## src/rtl/scan_decoder_pkg.sv

```systemverilog
// Shared types and helpers for the scan_decoder family: sequencer states,
// one-hot expansion and the all-inactive line pattern.
package scan_decoder_pkg;

  localparam int MAX_SEL_W = 6;
  localparam int MAX_LINES = 1 << MAX_SEL_W;

  typedef enum logic [1:0] {
    IDLE = 2'd0,
    SCAN = 2'd1,
    DONE = 2'd2
  } scan_state_e;

  // Lines at and above 2^width are forced to zero so callers can truncate freely.
  function automatic logic [MAX_LINES-1:0] onehot(input logic [MAX_SEL_W-1:0] code,
                                                  input int width);
    logic [MAX_LINES-1:0] mask;
    mask = (MAX_LINES'(1) << (1 << width)) - MAX_LINES'(1);
    return (MAX_LINES'(1) << code) & mask;
  endfunction

  function automatic logic [MAX_LINES-1:0] inactive_pattern(input logic active_low);
    return {MAX_LINES{active_low}};
  endfunction

endpackage

```

## src/rtl/scan_decoder_if.sv

```systemverilog
// Bundle of the scan_decoder control/status/line signals. Port f exists only
// when SCAN_DECODER_FUNC_EN is defined.
interface scan_decoder_if #(
  parameter int SEL_W = 2
);

  logic                    en;
  logic [SEL_W-1:0]        sel;
  logic                    scan_start;
  logic                    scan_busy;
  logic                    scan_done;
  logic [SEL_W-1:0]        code;
  logic [(1<<SEL_W)-1:0]   dout;
`ifdef SCAN_DECODER_FUNC_EN
  logic                    f;

  modport master (output en, sel, scan_start,
                  input  scan_busy, scan_done, code, dout, f);
  modport slave  (input  en, sel, scan_start,
                  output scan_busy, scan_done, code, dout, f);
`else
  modport master (output en, sel, scan_start,
                  input  scan_busy, scan_done, code, dout);
  modport slave  (input  en, sel, scan_start,
                  output scan_busy, scan_done, code, dout);
`endif

endinterface

```

## src/rtl/scan_decoder_core.sv

```systemverilog
// Combinational SEL_W-to-2^SEL_W line decoder with enable and selectable
// output polarity; disabled means every line sits at its inactive level.
module decoder_core
  import scan_decoder_pkg::*;
#(
  parameter int SEL_W      = 2,
  parameter bit ACTIVE_LOW = 1'b1
) (
  input  logic                  en,
  input  logic [SEL_W-1:0]      sel,
  output logic [(1<<SEL_W)-1:0] dout
);

  localparam int LINES = 1 << SEL_W;

  logic [LINES-1:0] hot;

  always_comb begin
    hot = LINES'(onehot(MAX_SEL_W'(sel), SEL_W));
    if (!en) begin
      dout = LINES'(inactive_pattern(ACTIVE_LOW));
    end else if (ACTIVE_LOW) begin
      dout = ~hot;
    end else begin
      dout = hot;
    end
  end

endmodule

```

## src/rtl/scan_decoder.sv

```systemverilog
// Registered line decoder with autoscan sequencer (IDLE/SCAN/DONE).
// Optional registered minterm output f is built when SCAN_DECODER_FUNC_EN is defined.
module scan_decoder
  import scan_decoder_pkg::*;
#(
  parameter int                     SEL_W        = 2,
  parameter bit                     ACTIVE_LOW   = 1'b1,
  parameter int                     DWELL        = 1,
  parameter logic [(1<<SEL_W)-1:0]  MINTERM_MASK = 'b0110
) (
  input  logic          clk,
  input  logic          rst_n,
  scan_decoder_if.slave bus
);

  localparam int                LINES      = 1 << SEL_W;
  localparam int                DW_W       = (DWELL > 1) ? $clog2(DWELL) : 1;
  localparam logic [SEL_W-1:0]  LAST_CODE  = SEL_W'(LINES - 1);
  localparam logic [DW_W-1:0]   LAST_DWELL = DW_W'(DWELL - 1);

  scan_state_e      state_q, state_d;
  logic [SEL_W-1:0] cnt_q, cnt_d;
  logic [DW_W-1:0]  dwell_q, dwell_d;
  logic [SEL_W-1:0] code_q, code_d;
  logic [LINES-1:0] dout_q, dout_d;
  logic             busy_q, busy_d;
  logic             done_q, done_d;
  logic [SEL_W-1:0] cur_code;

  decoder_core #(
    .SEL_W      (SEL_W),
    .ACTIVE_LOW (ACTIVE_LOW)
  ) u_core (
    .en   (bus.en),
    .sel  (cur_code),
    .dout (dout_d)
  );

  always_comb begin
    state_d  = state_q;
    cnt_d    = cnt_q;
    dwell_d  = dwell_q;
    // DONE still drives the scan counter so the last code gets its final cycle.
    cur_code = (state_q == IDLE) ? bus.sel : cnt_q;
    case (state_q)
      IDLE: begin
        if (bus.en && bus.scan_start) begin
          state_d = SCAN;
          cnt_d   = '0;
          dwell_d = '0;
        end
      end
      SCAN: begin
        if (bus.en) begin
          if (dwell_q == LAST_DWELL) begin
            dwell_d = '0;
            if (cnt_q == LAST_CODE) begin
              state_d = DONE;
            end else begin
              cnt_d = cnt_q + 1'b1;
            end
          end else begin
            dwell_d = dwell_q + 1'b1;
          end
        end
      end
      DONE:    state_d = IDLE;
      default: state_d = IDLE;
    endcase
    code_d = bus.en ? cur_code : code_q;
    busy_d = (state_d == SCAN);
    done_d = (state_d == DONE);
  end

`ifdef SCAN_DECODER_FUNC_EN
  logic f_q, f_d;

  always_comb begin
    f_d = bus.en && (|(onehot(MAX_SEL_W'(cur_code), SEL_W) & MAX_LINES'(MINTERM_MASK)));
  end

  assign bus.f = f_q;
`else
  // The minterm mask only matters in the function-output build.
  if (MINTERM_MASK == '0) begin : g_mask_unused
  end
`endif

  always_ff @(posedge clk) begin
    if (!rst_n) begin
      state_q <= IDLE;
      cnt_q   <= '0;
      dwell_q <= '0;
      code_q  <= '0;
      dout_q  <= LINES'(inactive_pattern(ACTIVE_LOW));
      busy_q  <= 1'b0;
      done_q  <= 1'b0;
`ifdef SCAN_DECODER_FUNC_EN
      f_q     <= 1'b0;
`endif
    end else begin
      state_q <= state_d;
      cnt_q   <= cnt_d;
      dwell_q <= dwell_d;
      code_q  <= code_d;
      dout_q  <= dout_d;
      busy_q  <= busy_d;
      done_q  <= done_d;
`ifdef SCAN_DECODER_FUNC_EN
      f_q     <= f_d;
`endif
    end
  end

  assign bus.scan_busy = busy_q;
  assign bus.scan_done = done_q;
  assign bus.code      = code_q;
  assign bus.dout      = dout_q;

endmodule

```

## src/flat_wrapper.sv

```systemverilog
// flat-port wrapper written by rule: the top's interface ports become plain ports
module scan_decoder_flat import scan_decoder_pkg::*;
#(
  parameter int                     SEL_W        = 2,
  parameter bit                     ACTIVE_LOW   = 1'b1,
  parameter int                     DWELL        = 1,
  parameter logic [(1<<SEL_W)-1:0]  MINTERM_MASK = 'b0110
)
  (clk, rst_n, bus_en, bus_sel, bus_scan_start, bus_scan_busy, bus_scan_done, bus_code, bus_dout);
  scan_decoder_if #(.SEL_W(SEL_W)) bus_i ();
  input  logic clk;
  input  logic rst_n;
  input wire logic [$bits(bus_i.en)-1:0] bus_en;
  input wire logic [$bits(bus_i.sel)-1:0] bus_sel;
  input wire logic [$bits(bus_i.scan_start)-1:0] bus_scan_start;
  output wire logic [$bits(bus_i.scan_busy)-1:0] bus_scan_busy;
  output wire logic [$bits(bus_i.scan_done)-1:0] bus_scan_done;
  output wire logic [$bits(bus_i.code)-1:0] bus_code;
  output wire logic [$bits(bus_i.dout)-1:0] bus_dout;
  assign bus_i.en = bus_en;
  assign bus_i.sel = bus_sel;
  assign bus_i.scan_start = bus_scan_start;
  assign bus_scan_busy = bus_i.scan_busy;
  assign bus_scan_done = bus_i.scan_done;
  assign bus_code = bus_i.code;
  assign bus_dout = bus_i.dout;
  scan_decoder #(.SEL_W(SEL_W), .ACTIVE_LOW(ACTIVE_LOW), .DWELL(DWELL), .MINTERM_MASK(MINTERM_MASK)) u_core (.clk(clk), .rst_n(rst_n), .bus(bus_i));
endmodule
```

## config.mk

```make
export PLATFORM = sky130hd
export DESIGN_NAME = scan_decoder_flat
export DESIGN_NICKNAME = d
export VERILOG_FILES = /design/src/rtl/scan_decoder_pkg.sv /design/src/rtl/scan_decoder_if.sv /design/src/rtl/scan_decoder_core.sv /design/src/rtl/scan_decoder.sv /design/src/flat_wrapper.sv
export SDC_FILE = /design/constraint.sdc
export NUM_CORES = 1
export LEC_CHECK = 0
export ABC_AREA = 0
export ABC_CLOCK_PERIOD_IN_PS = 2500
export CORE_AREA = 2 2 39 41
export CTS_CLUSTER_SIZE = 16
export DETAILED_ROUTE_END_ITERATION = 12
export DIE_AREA = 0 0 41 43
export HOLD_SLACK_MARGIN = 0.06
export PLACE_DENSITY = 0.58
export SYNTH_ARGS = -nofsm -noshare
export SYNTH_HDL_FRONTEND = slang
export SYNTH_SLANG_ARGS = --single-unit
```

## constraint.sdc

```tcl
create_clock -name clk -period 2.5 [get_ports clk]
set_input_delay 0.25 -clock clk [delete_from_list [all_inputs] [get_ports clk]]
set_output_delay 0.25 -clock clk [all_outputs]
set_load 0.005 [all_outputs]
```

==> results of run 1 <==
-- power by group --
group / internal (uW) / switching, uW / total [uW] / leakage (uW)
Sequential: 198 / 4.08 / 202 / 0.0000980
Clock: 55.8 / 59.1 / 115 / 0.0000138
Combinational: 26.7 / 17.7 / 44.3 / 0.000124
Total: 281 / 80.8 / 362 / 0.000236
-- metal layers --
layer / GRT usage, % / wire, um / vias to the layer above
met2: 14.7 / 367 / 12
met1: 14.4 / 385 / 160
met3: 4.71 / 51 / 4
li1: - / - / 188
met4: 14.0 / 33 / 0
met5: 0 / 0 / -
-- sequential cells by signal (all words and copies together), names as in the netlist --
| register | cells |
|---|---|
| u_core.bus.dout | 4 |
| u_core.bus.code | 2 |
| u_core.cnt_q | 2 |
| u_core.state_q | 2 |
| u_core.bus.scan_busy | 1 |
| u_core.bus.scan_done | 1 |
-- logic make-up after synthesis --
group	after synthesis	synth area share [%]
mux	4	10.4
flops	12	52.7
simple gates	20	26.1
buf+inv	2	1.65
compound gates	5	6.32
fa+ha+maj	1	2.75
-- cell type report --
class                      count  area [um^2]
fill                         144          759
sequential                    12          240
multi-input combinational     30          208
timing repair buffer          13          130
clock buffer                   3         22.5
tap                           16         20.0
inverter                       1         3.75
-- placed cells by master, fill, tap and decap left out --
cell type        netlist  final
o21ai_0                2      2
nor2_2                 1      1
or3_1                  1      1
nand3b_1               2      2
nand2_1                6      6
nand4_1                1      1
clkbuf_4               0      3
nor2_1                 2      2
mux2i_1                2      2
dfxtp_1               12     12
and3b_1                1      1
mux2i_2                2      2
and2b_2                1      1
nor3b_1                2      2
o2111ai_1              1      1
ha_1                   1      1
a21oi_1                2      2
nand3_1                1      1
or3b_1                 2      2
inv_1                  1      1
clkdlybuf4s50_1        0     13
-- tightest hold or removal path, delay by kind of cell, from the launching register on --
family	cells	cell delay (ns)
compound gates	1	0.06
simple gates	1	0.08
flops	1	0.33
-- how the worst max path moves through the flow --
stage / start / endpoint / slack, ns / cells past startpoint
after global routing: u_core.state_q[1] / u_core.bus.dout[2] / 1.06 / 3
after global placement: rst_n / u_core.bus.dout[3] / 0.96 / 3
after floorplan: u_core.state_q[1] / u_core.bus.dout[2] / 1.25 / 3
after detailed placement: rst_n / u_core.bus.dout[2] / 0.90 / 3
after CTS: u_core.state_q[1] / u_core.bus.dout[2] / 1.12 / 3
final: u_core.state_q[1] / u_core.bus.dout[2] / 1.12 / 3
-- per-stage QoR --
step | std cells | total power, uW | worst slack, ns
3_5_place_dp | 72 | 252 | 0.896
4_1_cts | 75 | 369 | 1.12
3_3_place_gp | 72 | 251 | 0.957
6_report | 75 | 362 | 1.12
2_1_floorplan | 44 | 228 | 1.25
5_1_grt | 75 | 380 | 1.06
==> run_results.csv, run 1 <==
group,metric,value,unit
logic_synthesis,synth_ff_type,"dfxtp_1",
timing,slew_viol_final,0,
power_and_ir_drop,pwr_density_cell,579,nW/um^2
timing,hold-worst-slack,0.497,ns
placement,dp_hpwl,634,um
critical_path,crit_path_end_kind,"flip-flop",
clock_tree,clkSinkCount,12,
logic_synthesis,yosys-top-cells-area,"dfxtp_1, mux2i_2, nand2_1, mux2i_1, or3b_1",
global_route,grt_max_degree,11,
logic_synthesis,synth_seq_area_share,52.7,%
timing,rsz0062_at_grt,"false",
finish,nNetsFinal,68,
logic_synthesis,async_reset_ff_share,0,%
global_route,grt_usage,12.2,%
clock_tree,cts_tree,"yes",
global_route,antenna_found_initial,0,
critical_path,r2r-start,"u_core.state_q[1]",
route,dr.pass1.iters,4,
critical_path,worstSetupPathType,"reg2reg",
critical_path,cp_top_family,"simple AND/OR/NAND/NOR gates",
finish,antenna_cells,0,
timing,fin_crit_sh,55.1,%
floorplan,die_h,43,um
route,wl,838,um
timing,hold_viol,0,
clock_tree,numCtsBuffers,3,
finish,post-route-util,45.1,%
logic_synthesis,synth_area,455,um^2
logic_synthesis,synth.most_common_cell,"dfxtp_1",
timing,setup_tns,0,ns
route,drc,0,
clock_tree,clk_path_buf_depth,2,
logic_synthesis,syn_nets,51,
placement,place_area,602,um^2
clock_tree,hold_buffers,0,
logic_synthesis,yosysWarningCount,0,
route,drtIter0Drc,7,
worst_hold_path,min_path_type,"reg2reg",
status,outcome,"finished clean",
power_and_ir_drop,peakVddDrop,0.178,mV
logic_synthesis,synth_top_cell_by_area,"dfxtp_1",
finish,final_layout_size_suffix_gt1_share,11.9,%
critical_path,reg2reg_depth,3,
timing,fmax,0.726,GHz
critical_path,critPathSlowestCell,"or3b_1",
clock_tree,cts_resized,0,
critical_path,critPathMaxStageDelay,0.38,ns
clock_tree,ctsHtreeMaxLevel,1,
placement,numPortBuffers,13,
global_route,grt_pass1_wl,1320,um
floorplan,die_w,41,um
critical_path,timing.rr.end,"u_core.bus.dout[2]",
timing,worstMarginPinSlew,0.343,ns
global_route,grt_pass1_vias,298,
logic_synthesis,synth-edff-count,0,
critical_path,crit_required,2.65,ns
critical_path,worstPathCellList,"nor2_2 > mux2i_2 > or3b_1",
worst_hold_path,holdCritStartpoint,"u_core.bus.code[1]",
route,ant_nets,0,
placement,place_congestion,0.749,
route,post_drt_wl_per_cell,11.2,um
logic_synthesis,syn_avg_cell_area,10.4,um^2
job,drv_cap,0,
timing,skew,0.00246,ns
critical_path,path_max_fanout,5,
logic_synthesis,yosys.area.top_type_share,52.7,%
clock_tree,cts_setup_buffers,0,
logic_synthesis,synth.distinct_cells,20,
timing,maxSlewHeadroom,77.1,%
clock_tree,clk_pin_slew,0.07,ns
logic_synthesis,syn_inst,44,
global_route,overflow,0,
floorplan,ios,14,
clock_tree,clock-root-buffer,"clkbuf_4",
critical_path,startpoint_type,"flip-flop",
critical_path,arrival,1.53,ns
finish,fin_area,624,um^2
timing,setup_violations,0,
worst_hold_path,hold_end,"u_core.bus.code[1]",
finish,area_growth,37.1,%
route,via_per_inst,4.85,
floorplan,start_util,32.9,%
logic_synthesis,synth.top_cells.by_count,"dfxtp_1, nand2_1",
floorplan,floorplan.core_area,1380,um^2
floorplan,die_area,1760,um^2
critical_path,rrSetupSlack,1.12,ns
power_and_ir_drop,p_leak,0.000236,uW
timing,timing.final.crit_period,1.38,ns
floorplan,row_count,14,
clock_tree,clkLatencyLatePin,0.27,ns
logic_synthesis,yosys_register_bits,12,
critical_path,cp_num_buf_inv,0,
worst_hold_path,holdPathStages,2,
route,dr_total_vias,364,
Power figures use the tool's default switching activity.
==> run 2: changes to the inputs <==
- ABC_CLOCK_PERIOD_IN_PS: 2500 -> 1100
- PLACE_DENSITY: 0.58 -> 0.6
- clock period: 2.5 -> 1.1 ns (I/O delays scaled with it)
==> run_results.csv, run 2 (synthesized netlist as in run 1, its figures left out) <==
group,metric,value,unit
route,wl,932,um
clock_tree,cts_tree,"yes",
global_route,grt_max_degree,10,
global_route,overflow,0,
floorplan,start_util,32.9,%
timing,fin_crit_sh,112,%
floorplan,floorplan.core_area,1380,um^2
clock_tree,clock-root-buffer,"clkbuf_4",
finish,fin_area,713,um^2
timing,skew,0.00610,ns
power_and_ir_drop,p_leak,0.000294,uW
power_and_ir_drop,peakVddDrop,0.550,mV
clock_tree,numCtsBuffers,3,
worst_hold_path,min_path_type,"reg2reg",
route,dr_total_vias,394,
critical_path,crit_path_end_kind,"flip-flop",
timing,worstMarginPinSlew,0.239,ns
route,dr.pass1.iters,2,
global_route,grt_usage,12.8,%
finish,largest_reg_flops,4,
floorplan,ios,14,
clock_tree,hold_buffers,0,
route,drtIter0Drc,5,
timing,timing.final.crit_period,1.23,ns
timing,setup_violations,3,
clock_tree,ctsHtreeMaxLevel,1,
finish,final_layout_size_suffix_gt1_share,36.8,%
finish,area_growth,56.6,%
placement,post-place-ws,-0.214,ns
timing,maxSlewHeadroom,84.1,%
critical_path,startpoint_type,"flip-flop",
finish,antenna_cells,0,
status,violations,"negative setup slack",
job,drv_cap,0,
finish,nNetsFinal,76,
placement,place_congestion,0.693,
floorplan,die_h,43,um
clock_tree,clk_pin_slew,0.07,ns
finish,post-route-util,51.5,%
finish,final_cells,84,
route,ant_nets,0,
timing,rsz0062_at_grt,"true",
route,drc,0,
power_and_ir_drop,pwr_density_cell,1300,nW/um^2
clock_tree,clkLatencyLatePin,0.27,ns
route,via_per_inst,4.69,
placement,place_area,661,um^2
status,outcome,"finished with violations",
global_route,antenna_found_initial,0,
critical_path,worstPathCellList,"nor2_4 > mux2i_2 > or3b_1",
critical_path,worstSetupPathType,"reg2reg",
clock_tree,clk_path_buf_depth,2,
timing,hold-worst-slack,0.480,ns
timing,fmax,0.811,GHz
critical_path,arrival,1.38,ns
critical_path,rrSetupSlack,-0.13,ns
critical_path,critPathMaxStageDelay,0.37,ns
timing,hold_viol,0,
floorplan,die_area,1760,um^2
route,post_drt_wl_per_cell,11.1,um
floorplan,die_w,41,um
critical_path,crit_required,1.25,ns
global_route,grt_pass1_vias,367,
floorplan,row_count,14,
global_route,grt_pass1_wl,1480,um
placement,dp_hpwl,701,um
timing,slew_viol_final,0,
placement,numPortBuffers,13,
clock_tree,clkSinkCount,12,
placement,dp_cells,79,
critical_path,critPathSlowestCell,"or3b_1",
timing,setup_ws,-0.132,ns
critical_path,path_max_fanout,4,
finish,final_cell_mix,"dlygate4sd2_1, buf_4, nand2_1, dfxtp_2, dfxtp_1",
[run 2: metal layers]
metal,vias up,share of wire [%],track usage [%]
li1,203,-,-
met1,180,43,15.3
met2,11,48,18.1
met3,0,8.6,3.66
met4,0,0,10.0
met5,-,0,0
[run 2: worst paths after layout]
kind / startpoint / end / cells past startpoint
hold / removal: u_core.bus.code[1] / u_core.bus.code[1] / 2
setup / recovery: u_core.state_q[0] / u_core.bus.dout[2] / 3
setup reg to reg: u_core.state_q[0] / u_core.bus.dout[2] / 3
hold reg to reg: u_core.bus.code[1] / u_core.bus.code[1] / 2
[run 2: area by class of cell]
class                   instances  area, um^2
inverters                       1        3.75
repair buffers                 21         180
well taps                      16        20.0
fillers                       150         671
multi-input cells              30         225
flip-flops and latches         12         248
clock buffers                   4        36.3
[run 2: what timing repair did]
action,in CTS,in global routing
cloned,0,0
gates resized for setup,12,5
endpoints found under the hold margin,0,0
pin swaps,2,2
setup endpoints to repair,13,10
setup buffers,1,0
[run 2: where the power goes]
group	internal [uW]	switching, uW
logic	74.0	48.6
clock network	201	146
registers	452	7.47
total	727	202
[run 2: worst max-delay path: cells and delay by family, from the launching register on]
kind / cells / cell delay (ns)
and+or+nand+nor: 2 / 0.51
DFF: 1 / 0.34
muxes: 1 / 0.27
[run 2: metrics by stage]
stage | setup TNS (ns) | power (uW)
6_report | -0.323 | 929
5_1_grt | -0.570 | 987
4_1_cts | -0.293 | 947
3_5_place_dp | -1.28 | 593
3_3_place_gp | -1.22 | 592
2_1_floorplan | -0.205 | 521
